### config.mk
export PLATFORM = sky130hd
export DESIGN_NAME = xy_route_arbiter_flat
export DESIGN_NICKNAME = d
export VERILOG_FILES = /design/src/rtl/xy_route_arbiter_pkg.sv /design/src/rtl/xy_route_arbiter_if.sv /design/src/rtl/xy_route_arbiter_rr_picker.sv /design/src/rtl/xy_route_arbiter.sv /design/src/flat_wrapper.sv
export SDC_FILE = /design/constraint.sdc
export NUM_CORES = 1
export LEC_CHECK = 0
export BUFFER_PORTS_ARGS = -buffer_cell sky130_fd_sc_hd__buf_4
export CAP_MARGIN = 10
export CORE_MARGIN = 10
export CORE_UTILIZATION = 57
export DETAILED_ROUTE_END_ITERATION = 8
export PLACE_DENSITY_LB_ADDON = 0.12
export SLEW_MARGIN = 0
export SYNTH_ARGS = -nofsm -noshare
export SYNTH_HDL_FRONTEND = slang
export SYNTH_SLANG_ARGS = --single-unit
### constraint.sdc
create_clock -name clk_i -period 10.25 [get_ports clk_i]
set_input_delay 1.5375 -clock clk_i [delete_from_list [all_inputs] [get_ports clk_i]]
set_output_delay 1.5375 -clock clk_i [all_outputs]
set_load 0.005 [all_outputs]
### src/rtl/xy_route_arbiter_pkg.sv
// Shared constants for the XY mesh switch: port indices, arbiter FSM states
// and the dimension-ordered route function.
package xy_route_arbiter_pkg;

  localparam int unsigned PORT_LOCAL = 0;
  localparam int unsigned PORT_WEST  = 1;
  localparam int unsigned PORT_EAST  = 2;
  localparam int unsigned PORT_NORTH = 3;
  localparam int unsigned PORT_SOUTH = 4;

  typedef enum logic {
    ST_IDLE  = 1'b0,
    ST_GRANT = 1'b1
  } arb_state_e;

  // X is resolved before Y; operands arrive zero-extended so compares stay unsigned.
  function automatic logic [2:0] xy_route(input int unsigned dx, input int unsigned dy,
                                          input int unsigned cx, input int unsigned cy);
    logic [2:0] port;
    if (dx > cx)      port = 3'(PORT_EAST);
    else if (dx < cx) port = 3'(PORT_WEST);
    else if (dy > cy) port = 3'(PORT_SOUTH);
    else if (dy < cy) port = 3'(PORT_NORTH);
    else              port = 3'(PORT_LOCAL);
    return port;
  endfunction

endpackage

### src/rtl/xy_route_arbiter_if.sv
// Arbiter <-> control unit bundle. Handshake: the control unit holds vld_input_i high for a
// port with a head packet; grant_vld_o high means the selects are valid and held until a wr_en_i bit completes the transfer.
interface xy_route_arbiter_if #(
  parameter int PORT_N = 5,
  parameter int X_W    = 4,
  parameter int Y_W    = 4
);
  localparam int SEL_W = (PORT_N > 1) ? $clog2(PORT_N) : 1;

  logic [PORT_N-1:0]     vld_input_i;
  logic [PORT_N*X_W-1:0] dst_x_i;
  logic [PORT_N*Y_W-1:0] dst_y_i;
  logic [PORT_N-1:0]     wr_en_i;
  logic [SEL_W-1:0]      mux_in_sel_o;
  logic [SEL_W-1:0]      mux_out_sel_o;
  logic                  grant_vld_o;
  logic                  timeout_o;

  modport slave (
    input  vld_input_i, dst_x_i, dst_y_i, wr_en_i,
    output mux_in_sel_o, mux_out_sel_o, grant_vld_o, timeout_o
  );

  modport master (
    output vld_input_i, dst_x_i, dst_y_i, wr_en_i,
    input  mux_in_sel_o, mux_out_sel_o, grant_vld_o, timeout_o
  );
endinterface

### src/rtl/xy_route_arbiter_rr_picker.sv
// Combinational round-robin picker: first set request at or above ptr_i, wrapping mod N.
module rr_picker #(
  parameter int N  = 5,
  parameter int PW = 3
) (
  input  logic [N-1:0]  req_i,
  input  logic [PW-1:0] ptr_i,
  output logic [PW-1:0] idx_o,
  output logic          any_o
);

  int            cand;
  logic [PW-1:0] cand_idx;

  // Scan from the farthest offset down so the nearest request is the last to write idx_o.
  always_comb begin
    idx_o    = ptr_i;
    any_o    = |req_i;
    cand     = 0;
    cand_idx = '0;
    for (int k = N - 1; k >= 0; k--) begin
      cand = int'(ptr_i) + k;
      if (cand >= N) cand = cand - N;
      cand_idx = PW'(cand);
      if (req_i[cand_idx]) idx_o = cand_idx;
    end
  end

endmodule

### src/rtl/xy_route_arbiter.sv
// Round-robin input arbiter with XY output routing for one mesh switch.
// Optional grant-hold watchdog enabled by defining ARB_TIMEOUT_EN.
module xy_route_arbiter
  import xy_route_arbiter_pkg::*;
#(
  parameter int PORT_N      = 5,
  parameter int X_W         = 4,
  parameter int Y_W         = 4,
  parameter int X_CORD      = 0,
  parameter int Y_CORD      = 0,
  parameter int TIMEOUT_CYC = 16
) (
  input  logic              clk_i,
  input  logic              rst_ni,
  xy_route_arbiter_if.slave bus,
  output arb_state_e        state_o
);

  localparam int SEL_W = (PORT_N > 1) ? $clog2(PORT_N) : 1;
  localparam logic [X_W-1:0] CX = X_W'(X_CORD);
  localparam logic [Y_W-1:0] CY = Y_W'(Y_CORD);

  arb_state_e       state_q;
  logic [SEL_W-1:0] rr_ptr_q;
  logic [SEL_W-1:0] in_sel_q;
  logic [SEL_W-1:0] out_sel_q;
  logic             grant_q;

  logic [SEL_W-1:0] pick_idx;
  logic             pick_any;
  logic [SEL_W-1:0] route_d;
  logic [SEL_W-1:0] next_ptr_d;
  logic             cur_vld;
  logic [X_W-1:0]   dx_arr [PORT_N];
  logic [Y_W-1:0]   dy_arr [PORT_N];

  for (genvar p = 0; p < PORT_N; p++) begin : g_unpack
    assign dx_arr[p] = bus.dst_x_i[p*X_W +: X_W];
    assign dy_arr[p] = bus.dst_y_i[p*Y_W +: Y_W];
  end

  rr_picker #(.N(PORT_N), .PW(SEL_W)) u_rr_picker (
    .req_i (bus.vld_input_i),
    .ptr_i (rr_ptr_q),
    .idx_o (pick_idx),
    .any_o (pick_any)
  );

  assign route_d    = SEL_W'(xy_route(32'(dx_arr[pick_idx]), 32'(dy_arr[pick_idx]),
                                      32'(CX), 32'(CY)));
  assign next_ptr_d = (in_sel_q == SEL_W'(PORT_N - 1)) ? '0 : in_sel_q + 1'b1;
  assign cur_vld    = bus.vld_input_i[in_sel_q];

`ifdef ARB_TIMEOUT_EN
  localparam int CNT_W = $clog2(TIMEOUT_CYC + 1);
  logic [CNT_W-1:0] cnt_q;
  logic             timeout_q;
`else
  logic unused_cfg;
  assign unused_cfg = (TIMEOUT_CYC == 0);
`endif

  always_ff @(posedge clk_i) begin
    if (!rst_ni) begin
      state_q   <= ST_IDLE;
      rr_ptr_q  <= '0;
      in_sel_q  <= '0;
      out_sel_q <= '0;
      grant_q   <= 1'b0;
`ifdef ARB_TIMEOUT_EN
      cnt_q     <= '0;
      timeout_q <= 1'b0;
`endif
    end else begin
`ifdef ARB_TIMEOUT_EN
      timeout_q <= 1'b0;
`endif
      case (state_q)
        ST_IDLE: begin
          if (pick_any) begin
            in_sel_q  <= pick_idx;
            out_sel_q <= route_d;
            grant_q   <= 1'b1;
            state_q   <= ST_GRANT;
`ifdef ARB_TIMEOUT_EN
            cnt_q     <= '0;
`endif
          end
        end
        ST_GRANT: begin
          // Completion wins over a simultaneous valid drop.
          if (|bus.wr_en_i) begin
            rr_ptr_q <= next_ptr_d;
            grant_q  <= 1'b0;
            state_q  <= ST_IDLE;
          end else if (!cur_vld) begin
            grant_q  <= 1'b0;
            state_q  <= ST_IDLE;
`ifdef ARB_TIMEOUT_EN
          end else if (cnt_q == CNT_W'(TIMEOUT_CYC - 1)) begin
            rr_ptr_q  <= next_ptr_d;
            grant_q   <= 1'b0;
            state_q   <= ST_IDLE;
            timeout_q <= 1'b1;
          end else begin
            cnt_q     <= cnt_q + 1'b1;
`endif
          end
        end
        default: begin
          state_q <= ST_IDLE;
          grant_q <= 1'b0;
        end
      endcase
    end
  end

  assign bus.mux_in_sel_o  = in_sel_q;
  assign bus.mux_out_sel_o = out_sel_q;
  assign bus.grant_vld_o   = grant_q;
  assign state_o           = state_q;
`ifdef ARB_TIMEOUT_EN
  assign bus.timeout_o     = timeout_q;
`else
  assign bus.timeout_o     = 1'b0;
`endif

endmodule

### src/flat_wrapper.sv
// flat-port wrapper written by rule: the top's interface ports become plain ports
module xy_route_arbiter_flat import xy_route_arbiter_pkg::*;
#(
  parameter int PORT_N      = 5,
  parameter int X_W         = 4,
  parameter int Y_W         = 4,
  parameter int X_CORD      = 0,
  parameter int Y_CORD      = 0,
  parameter int TIMEOUT_CYC = 16
)
  (clk_i, rst_ni, state_o, bus_vld_input_i, bus_dst_x_i, bus_dst_y_i, bus_wr_en_i, bus_mux_in_sel_o, bus_mux_out_sel_o, bus_grant_vld_o, bus_timeout_o);
  xy_route_arbiter_if #(.PORT_N(PORT_N), .X_W(X_W), .Y_W(Y_W)) bus_i ();
  input  logic clk_i;
  input  logic rst_ni;
  output arb_state_e state_o;
  input wire logic [$bits(bus_i.vld_input_i)-1:0] bus_vld_input_i;
  input wire logic [$bits(bus_i.dst_x_i)-1:0] bus_dst_x_i;
  input wire logic [$bits(bus_i.dst_y_i)-1:0] bus_dst_y_i;
  input wire logic [$bits(bus_i.wr_en_i)-1:0] bus_wr_en_i;
  output wire logic [$bits(bus_i.mux_in_sel_o)-1:0] bus_mux_in_sel_o;
  output wire logic [$bits(bus_i.mux_out_sel_o)-1:0] bus_mux_out_sel_o;
  output wire logic [$bits(bus_i.grant_vld_o)-1:0] bus_grant_vld_o;
  output wire logic [$bits(bus_i.timeout_o)-1:0] bus_timeout_o;
  assign bus_i.vld_input_i = bus_vld_input_i;
  assign bus_i.dst_x_i = bus_dst_x_i;
  assign bus_i.dst_y_i = bus_dst_y_i;
  assign bus_i.wr_en_i = bus_wr_en_i;
  assign bus_mux_in_sel_o = bus_i.mux_in_sel_o;
  assign bus_mux_out_sel_o = bus_i.mux_out_sel_o;
  assign bus_grant_vld_o = bus_i.grant_vld_o;
  assign bus_timeout_o = bus_i.timeout_o;
  xy_route_arbiter #(.PORT_N(PORT_N), .X_W(X_W), .Y_W(Y_W), .X_CORD(X_CORD), .Y_CORD(Y_CORD), .TIMEOUT_CYC(TIMEOUT_CYC)) u_core (.clk_i(clk_i), .rst_ni(rst_ni), .bus(bus_i), .state_o(state_o));
endmodule
==> results of run 1 <==
==> per-stage QoR <==
| stage | cell area (sq um) | hold WS (ns) | total power, W | setup WS, ns |
|---|---|---|---|---|
| after floorplan | 2000 | 0.465 | 0.000232 | 6.37 |
| after global placement | 2400 | 0.463 | 0.000284 | 6.22 |
| after detailed placement | 2400 | 0.476 | 0.000287 | 6.17 |
| after CTS | 2440 | 0.494 | 0.000326 | 6.15 |
| after global routing | 2440 | 0.518 | 0.000353 | 5.77 |
| final | 2440 | 0.495 | 0.000328 | 6.11 |
==> worst reg2reg max path: cells and delay by family, from the launching register on <==
kind                       cells  cell delay, ns
DFF                            1            0.63
buffers and inverters          1            0.29
and+or+nand+nor                2            0.70
adders and majority gates      2            0.73
muxes                          1            0.27
AOI/OAI and AO/OA              6            1.46
==> cell usage after synthesis, types with 3 or more instances <==
cell / count
inv_2: 3
dfxtp_1: 10
nor3_1: 11
a211oi_1: 4
buf_4: 4
or4_1: 7
inv_1: 9
nor2_1: 21
ha_1: 11
and2_1: 4
buf_6: 3
a31oi_1: 5
a21oi_1: 13
mux2i_1: 16
o22ai_1: 4
o21a_1: 4
o311a_1: 3
buf_2: 5
nor4_1: 4
nand2b_1: 6
o21ai_0: 7
nand3_1: 5
o21ai_1: 3
nor2b_1: 7
nand2_1: 22
xnor2_1: 3
==> cell families (layout without fill, tap and decap cells) <==
kind of cell               after synthesis  count (layout)  synth area share
AOI/OAI and AO/OA                       78              78             0.317
xor gates and xnor gates                 4               4            0.0213
adders and majority gates               12              12            0.0790
buffers and inverters                   26              75            0.0708
DFF                                     10              10             0.100
muxes                                   20              20             0.114
other                                    1               2           0.00188
and+or+nand+nor                        105             105             0.295
==> sequential cells by signal (all words and copies together) (netlist names) <==
name                      count
u_core.bus.grant_vld_o        1
u_core.bus.mux_in_sel_o       3
u_core.bus.mux_out_sel_o      2
u_core.rr_ptr_q               3
u_core.state_o                1
==> power by group <==
| part | total (W) | internal (W) | leakage (nW) | switching, W |
|---|---|---|---|---|
| clock network | 0.0000373 | 0.0000216 | 0.0210 | 0.0000157 |
| registers | 0.0000536 | 0.0000447 | 0.0825 | 0.00000893 |
| logic | 0.000237 | 0.000106 | 0.914 | 0.000131 |
==> routing by layer <==
| metal | wire [um] | vias to the layer above | part of all wire |
|---|---|---|---|
| met5 | 0 | - | 0 |
| li1 | - | 1076 | - |
| met3 | 451 | 15 | 0.076 |
| met4 | 100 | 0 | 0.017 |
| met1 | 2480 | 1043 | 0.42 |
| met2 | 2890 | 99 | 0.49 |
==> worst max path at each step <==
stage                        from                     endpoint  slack [ns]  cells past startpoint
4_1_cts        u_core.rr_ptr_q[1]  u_core.bus.mux_out_sel_o[1]        6.15                     12
2_1_floorplan  bus_vld_input_i[0]  u_core.bus.mux_out_sel_o[1]        6.37                      9
3_5_place_dp   u_core.rr_ptr_q[1]  u_core.bus.mux_out_sel_o[1]        6.17                     12
3_3_place_gp   u_core.rr_ptr_q[1]  u_core.bus.mux_out_sel_o[1]        6.22                     12
6_report       u_core.rr_ptr_q[1]  u_core.bus.mux_out_sel_o[1]        6.11                     12
5_1_grt        u_core.rr_ptr_q[1]  u_core.bus.mux_out_sel_o[1]        5.77                     12
==> layout by cell type, fill, tap and decap left out, types with 3 or more instances in the layout <==
master | netlist | routed
a211oi_1 | 4 | 4
a21oi_1 | 13 | 13
a31oi_1 | 5 | 5
and2_1 | 4 | 4
buf_4 | 4 | 59
clkbuf_4 | 0 | 3
dfxtp_1 | 10 | 10
ha_1 | 11 | 11
inv_1 | 9 | 9
inv_2 | 3 | 3
mux2i_1 | 16 | 16
nand2_1 | 22 | 22
nand2b_1 | 6 | 6
nand3_1 | 5 | 5
nor2_1 | 21 | 21
nor2b_1 | 7 | 7
nor3_1 | 11 | 11
nor4_1 | 4 | 4
o21a_1 | 4 | 4
o21ai_0 | 7 | 7
o21ai_1 | 3 | 3
o22ai_1 | 4 | 4
o311a_1 | 3 | 3
or4_1 | 7 | 7
xnor2_1 | 3 | 3
==> final cells by class <==
cell class                 count  area, sq um  share of cell area
clock buffer                   4         36.3              0.0149
sequential                    10          200              0.0821
timing repair buffer          59          443               0.182
tap                           46         57.6              0.0236
multi-input combinational    221         1660               0.679
inverter                      12         45.0              0.0185
==> flow_summary.yaml, run 1 <==
synth:
  yosysTopAreaCellShare: 0.100
  synth.avg_cell_area_sq_um: 7.80
  synth_cell_types: 77
  ys_seq_elements: 10
  syn-instance-count: 256
  postSynth.asyncResetShare: 0
  synth_area_leaders: "dfxtp_1 (10%), mux2i_1 (8.0%), ha_1 (6.9%)"
  netlist_area_sq_mm: 0.00200
  synth_edf_count: 0
  ys_warn_count: 0
  synth-seq-area-share: 0.100
  ys.flop_type: "dfxtp_1"
  yosys.area.top_type: "dfxtp_1"
worst_setup_path:
  cp_max_fo: 13
  cp_num_buf_inv: 1
  cp.required_ns: 10.47
  worst_path_largest_cell_delay_ns: 0.63
  crit_path_top_delay_cell: "dfxtp_1"
  crit_type: "flop to flop"
  arrival_ns: 4.36
  rr_startpoint: "u_core.rr_ptr_q[1]"
  critPathTopFamily: "compound AO/OA/AOI/OAI gates"
  timing.rr.end: "u_core.bus.mux_out_sel_o[1]"
  path_cells: "inv_1, ha_1, ha_1, a21oi_1, mux2i_1, or3b_1, a31oi_1, a21oi_2, nand2b_2, a221o_1, a31oi_1, o221a_1"
  cp-start-kind: "flop"
  r2r_cells: 12
  end_kind: "flop"
  r2r_setup_slack_ns: 6.11
finish:
  fillers: 300
  drive_gt1_frac: 0.294
  nets: 371
  antenna_cells: 0
  final_cells: 352
  fin_util: 0.725
  syn_to_final_growth_pct: 22.3
timing:
  tightest_slew_ns: 0.623
  slew_viol_final: 0
  finalHoldViolations: 0
  relSlewSlack: 0.584
  tns_ns: 0
  rsz0062_at_grt: "no"
  period_share: 0.404
  fmax_ghz: 0.242
  setup_viol: 0
  layout_min_cycle_time_ns: 4.14
  skew_ns: 0.00160
global_route:
  grt-busiest-layer: "met2"
  grt_usage: 0.186
  grt_max_degree: 29
  met3_usage: 0.0405
  overflow: 0
  grtUsageMet2: 0.321
  grt_pass1_wl_mm: 9.97
  grt_pass1_vias: 2216
  antenna_found_initial: 0
  met1_usage: 0.220
routing:
  viasPerCell: 6.34
  drc: 0
  vias: 2233
  dr.pass1.iters: 6
  first_iter_violations: 228
  routed_wl_mm: 5.93
  routedWlPerCell_um: 16.8
  ant_nets: 0
cts:
  clk_pin_slew_ns: 0.07
  cts_tree: "done"
  clkLatencyLatePin_ns: 0.28
  clk_path_buf_depth: 2
  cts-resized-gates: 0
  cts_root_buf: "clkbuf_4"
  cts_buffers: 3
  htreeDepth: 1
  cts.sinks: 10
  hold_buffers: 0
  cts_setup_buffers: 0
floorplan:
  initial_utilization: 0.593
  num_io_pins: 61
  die_y_um: 79.2
  core_area_sq_mm: 0.00336
  die_x_um: 79.2
  placementRows: 21
  dieArea_sq_mm: 0.00627
status:
  status: "finished, final reports clean"
worst_hold_path:
  hold_end: "u_core.bus.grant_vld_o"
  min_path_cells: 2
  min_from: "u_core.bus.grant_vld_o"
  hold_class: "flop to flop"
place:
  dp_cells: 348
  routabilityCongestion: 0.944
  dp_hpwl_mm: 4.83
  portBuffers: 58
pwr:
  vdd_drop_max_uv: 102
  p_leak_nw: 1.02
  p_per_area_mw_per_mm2: 135
job:
  drv_cap: 0
No activity file was read; power rests on OpenSTA's default activity.
==> run 2, diff against run 1 <==
- ABC_AREA: unset -> 1
- CORE_UTILIZATION: 57 -> 51
- clock period: 10.25 -> 3.85 ns (I/O delays scaled with it)
==> flow_summary.yaml, run 2 <==
routing:
  viasPerCell: 5.21
  drc: 0
  first_iter_violations: 132
  routed_wl_mm: 5.33
  dr.pass1.iters: 7
  ant_nets: 0
  routedWlPerCell_um: 13.0
  vias: 2142
pwr:
  p_per_area_mw_per_mm2: 441
  netSwitchingPower_w: 0.000526
  power_frac_seq: 0.147
  p_leak_nw: 1.21
  switching_share: 0.531
  vdd_drop_max_uv: 309
  internal_power_w: 0.000464
  finalPower_w: 0.000990
  clock_power_share: 0.094
  combPwrFrac: 0.759
worst_setup_path:
  crit_top_cell: "nand2_1"
  worst_path_largest_cell_delay_ns: 0.47
  r2r_cells: 20
  path_cells: "inv_1, ha_1, ha_1, nand2_1, a21boi_0, inv_1, nand3_2, nand3_1, nand2_1, nand2_1, nand3_1, nand2_1, nand2_2, nand2_4, nor2_2, o21ai_1, nand2_1, nand3_1, nand3_2, a21oi_2"
  timing.rr.end: "u_core.bus.mux_out_sel_o[2]"
  cp.required_ns: 4.01
  cp_max_fo: 10
  crit_type: "flop to flop"
  cp_num_buf_inv: 2
  crit_path_top_delay_cell: "dfxtp_1"
  critPathTopFamily: "simple AND/OR/NAND/NOR gates"
  r2r_setup_slack_ns: 0.72
  cp-start-kind: "flop"
  rr_startpoint: "u_core.rr_ptr_q[1]"
  arrival_ns: 3.28
  end_kind: "flop"
synth:
  synth.avg_cell_area_sq_um: 5.69
  synthMostInstantiatedCell: "nand2_1"
  synth_area_leaders: "nand2_1 (19%), nand3_1 (13%), dfxtp_1 (12%)"
  syn-instance-count: 305
  ys_warn_count: 0
  yosysTopAreaCellShare: 0.192
  ys_top_cells_by_count: "nand2_1 (89), nand3_1 (44), inv_1 (34)"
  synth_edf_count: 0
  synth_cell_types: 33
  ys_seq_elements: 10
  netlist_area_sq_mm: 0.00174
  ys.flop_type: "dfxtp_1"
  synth-seq-area-share: 0.115
  yosys.area.top_type: "nand2_1"
  postSynth.asyncResetShare: 0
worst_hold_path:
  min_path_cells: 2
  min_from: "u_core.bus.mux_out_sel_o[2]"
  hold_class: "flop to flop"
  hold_end: "u_core.bus.mux_out_sel_o[2]"
timing:
  setup_ws_ns: 0.725
  period_share: 0.812
  setup_viol: 0
  slew_viol_final: 0
  rsz0062_at_grt: "no"
  skew_ns: 0.00275
  tns_ns: 0
  finalHoldViolations: 0
  fmax_ghz: 0.320
  layout_min_cycle_time_ns: 3.13
place:
  dp_hpwl_mm: 4.46
  portBuffers: 58
  dpl_worst_slack_ns: 0.776
  dp_cells: 407
  routabilityCongestion: 0.944
cts:
  htreeDepth: 1
  cts-resized-gates: 0
  cts_buffers: 3
  clkLatencyLatePin_ns: 0.26
  cts_tree: "done"
  cts_root_buf: "clkbuf_4"
  cts_setup_buffers: 0
  cts.sinks: 10
  hold_buffers: 0
  clk_path_buf_depth: 2
  clk_pin_slew_ns: 0.07
finish:
  layout_commonest_cell: "nand2_1"
  antenna_cells: 0
  drive_gt1_frac: 0.277
  final_cells: 411
  nets: 430
  syn_to_final_growth_pct: 29.4
  most-common-layout-cells: "nand2_1 (89), buf_4 (59), nand3_1 (44)"
  fillers: 324
floorplan:
  die_y_um: 78.4
  dieArea_sq_mm: 0.00614
  initial_utilization: 0.525
  core_area_sq_mm: 0.00331
  die_x_um: 78.4
  num_io_pins: 61
  placementRows: 21
global_route:
  grt_pass1_vias: 1993
  antenna_found_initial: 0
  grt_usage: 0.163
  grtUsageMet2: 0.283
  overflow: 0
  grt_max_degree: 15
  grt_pass1_wl_mm: 8.71
  met3_usage: 0.0171
  met1_usage: 0.208
  grt-busiest-layer: "met2"
job:
  drv_cap: 0
status:
  status: "finished, final reports clean"
-- run 2: cell count changes after synthesis, sizes merged, moves of 5 or more --
cell	before	now
a21oi	14	19
o21ai	11	26
or4	7	0
nand3	5	49
nand2b	7	0
nand2	22	103
nor3	13	3
mux2i	16	0
inv	12	40
a31oi	6	0
buf	12	3
nor2b	7	0
-- run 2: kinds of logic (layout without fill, tap and decap cells) --
logic type	after synthesis	count (layout)	share of synthesized area
and+or+nand+nor	186	186	0.505
other	1	2	0.00216
buffers and inverters	44	103	0.104
xor gates and xnor gates	2	2	0.0144
adders and majority gates	12	12	0.0908
AOI/OAI and AO/OA	50	50	0.169
DFF	10	10	0.115
-- run 2: per-layer routing --
metal,routed length [um],part of all wire,vias up
li1,-,-,1133
met2,2670,0.50,61
met1,2340,0.44,942
met5,0,0,-
met3,262,0.049,6
met4,55,0.010,0
-- run 2: how the worst max path moves through the flow --
stage | depth (start not counted) | slack [ns] | to | from
5_1_grt | 20 | 0.38 | u_core.bus.mux_out_sel_o[1] | u_core.rr_ptr_q[1]
3_3_place_gp | 20 | 0.85 | u_core.bus.mux_out_sel_o[1] | u_core.rr_ptr_q[1]
2_1_floorplan | 24 | 1.10 | u_core.bus.mux_out_sel_o[2] | u_core.rr_ptr_q[0]
3_5_place_dp | 21 | 0.78 | u_core.bus.mux_out_sel_o[2] | u_core.rr_ptr_q[1]
4_1_cts | 22 | 0.75 | u_core.bus.mux_out_sel_o[2] | u_core.rr_ptr_q[1]
6_report | 20 | 0.72 | u_core.bus.mux_out_sel_o[2] | u_core.rr_ptr_q[1]
-- run 2: cell type report --
cell class / count / area, sq um / share of cell area
Inverter: 40 / 150 / 0.0668
Multi-Input combinational cell: 252 / 1360 / 0.605
Sequential cell: 10 / 200 / 0.0891
Tap cell: 46 / 57.6 / 0.0256
Timing Repair Buffer: 59 / 443 / 0.197
Clock buffer: 4 / 36.3 / 0.0161
-- run 2: tightest hold or removal path: cells and delay by family, from the launching register on --
kind	cells	cell delay [ns]
flip-flops	1	0.31
AND/OR/NAND/NOR	1	0.08
AO/OA/AOI/OAI	1	0.05
-- run 2: power by group through the flow --
stage	logic (W)	registers, W	clock network, W
2_1_floorplan	0.000563	0.000147	0
3_3_place_gp	0.000731	0.000147	0
3_5_place_dp	0.000742	0.000147	0
4_1_cts	0.000745	0.000145	0.0000968
5_1_grt	0.000855	0.000149	0.000101
6_report	0.000752	0.000146	0.0000931
-- run 2: through the flow --
| step | hold slack, ns | cell area (sq um) | util |
|---|---|---|---|
| after floorplan | 0.473 | 1740 | - |
| after global placement | 0.473 | 2210 | 0.668 |
| final | 0.487 | 2250 | 0.679 |
| after global routing | 0.510 | 2250 | 0.679 |
| after CTS | 0.486 | 2250 | 0.679 |
| after detailed placement | 0.474 | 2210 | 0.668 |
==> run 3, diff against run 2 <==
- CORE_UTILIZATION: 51 -> 46
- clock period: 3.85 -> 2.8 ns (I/O delays scaled with it)
==> flow_summary.yaml, run 3 (synthesized netlist as in run 2, its figures left out) <==
routing:
  vias: 2264
  drc: 0
  routedWlPerCell_um: 13.8
  dr.pass1.iters: 5
  viasPerCell: 5.23
  routed_wl_mm: 5.98
  first_iter_violations: 152
  ant_nets: 0
pwr:
  netSwitchingPower_w: 0.000862
  p_leak_nw: 1.33
  finalPower_w: 0.00172
  clock_power_share: 0.107
  vdd_drop_max_uv: 550
  switching_share: 0.501
  p_per_area_mw_per_mm2: 673
  combPwrFrac: 0.776
  power_frac_seq: 0.117
  internal_power_w: 0.000860
timing:
  skew_ns: 0.00134
  finalHoldViolations: 0
  rsz0062_at_grt: "yes"
  fmax_ghz: 0.335
  period_share: 1.07
  slew_viol_final: 0
  setup_viol: 3
  tns_ns: -0.303
  setup_ws_ns: -0.186
  layout_min_cycle_time_ns: 2.99
floorplan:
  core_area_sq_mm: 0.00366
  placementRows: 22
  dieArea_sq_mm: 0.00663
  num_io_pins: 61
  initial_utilization: 0.474
  die_y_um: 81.4
  die_x_um: 81.4
finish:
  fillers: 341
  antenna_cells: 0
  most-common-layout-cells: "nand2_1 (82), buf_4 (75), nand3_1 (40)"
  nets: 450
  layout_commonest_cell: "nand2_1"
  drive_gt1_frac: 0.392
  final_cells: 433
  syn_to_final_growth_pct: 47.5
cts:
  cts_buffers: 3
  clk_pin_slew_ns: 0.05
  cts_root_buf: "clkbuf_8"
  hold_buffers: 0
  clk_path_buf_depth: 2
  clkLatencyLatePin_ns: 0.24
  cts.sinks: 10
  htreeDepth: 1
  cts_tree: "done"
worst_setup_path:
  cp.required_ns: 2.97
  arrival_ns: 3.16
  cp-start-kind: "flop"
  crit_type: "flop to flop"
  cp_max_fo: 5
  r2r_cells: 25
  end_kind: "flop"
global_route:
  antenna_found_initial: 0
  grt_pass1_vias: 2267
  grt_max_degree: 15
  grt_pass1_wl_mm: 9.49
  overflow: 0
  grt_usage: 0.171
place:
  routabilityCongestion: 0.907
  portBuffers: 58
  dp_cells: 420
  dp_hpwl_mm: 4.63
worst_hold_path:
  min_path_cells: 3
  hold_class: "primary input to flop"
status:
  violations: "setup timing"
  status: "finished, violations left"
job:
  drv_cap: 0
[run 3: worst max-delay path, stage by stage (launching register included)]
cell	delay, ns
dfxtp_2	0.33
inv_4	0.07
ha_4	0.14
inv_4	0.04
fa_2	0.43
nor2_4	0.17
nor2_4	0.07
nand2_1	0.07
nand2_2	0.10
inv_2	0.10
nand2_2	0.06
nand3_2	0.08
nand2_1	0.05
nand2_1	0.07
nand2_2	0.07
a21oi_2	0.11
nand2_1	0.07
nand2_2	0.13
nand2_4	0.08
inv_2	0.07
nand2_1	0.05
nand3b_1	0.08
nand2_1	0.07
nor2_2	0.15
nand3_2	0.10
a21oi_2	0.15
[run 3: cell type report]
cell class                 instances  area, sq um  share of cell area
timing repair buffer              78          597               0.233
inverter                          40          155              0.0606
sequential                        10          203              0.0791
tap                               48         60.1              0.0234
multi-input combinational        253         1490               0.582
clock buffer                       4         55.1              0.0215
[run 3: timing repair]
item	CTS	global route
setup buffers	1	7
pin swaps	2	11
gates resized for setup	8	36
gates cloned	0	1
endpoints found under the setup margin	2	5
[run 3: metal layers]
| layer | GRT usage | share of wire | vias up |
|---|---|---|---|
| met2 | 0.297 | 0.51 | 58 |
| met4 | 0.0450 | 0.019 | 0 |
| li1 | - | - | 1172 |
| met1 | 0.213 | 0.42 | 1024 |
| met5 | 0 | 0 | - |
| met3 | 0.0273 | 0.052 | 10 |
[run 3: final timing paths]
kind,from,endpoint,slack (ns)
worst max-delay path,u_core.rr_ptr_q[0],u_core.bus.mux_out_sel_o[2],-0.19
worst min-delay path,rst_ni,u_core.bus.mux_out_sel_o[1],0.47
worst min register to register,u_core.bus.grant_vld_o,u_core.bus.grant_vld_o,0.50
worst max register to register,u_core.rr_ptr_q[0],u_core.bus.mux_out_sel_o[2],-0.19
[run 3: through the flow]
stage	setup slack, ns	instance area (sq um)	utilization	hold WS (ns)
3_3_place_gp	0.0356	2300	0.627	0.467
3_5_place_dp	-0.0695	2300	0.627	0.481
2_1_floorplan	0.0453	1740	-	0.473
4_1_cts	-0.0106	2370	0.649	0.466
5_1_grt	-0.370	2560	0.700	0.505
6_report	-0.186	2560	0.700	0.466
[run 3: power by group through the flow]
| stage | logic [W] | registers (W) | clock network, W |
|---|---|---|---|
| after floorplan | 0.000774 | 0.000202 | 0 |
| after global placement | 0.00108 | 0.000200 | 0 |
| after detailed placement | 0.00110 | 0.000200 | 0 |
| after CTS | 0.00112 | 0.000200 | 0.000186 |
| after global routing | 0.00151 | 0.000207 | 0.000190 |
| final | 0.00134 | 0.000202 | 0.000184 |
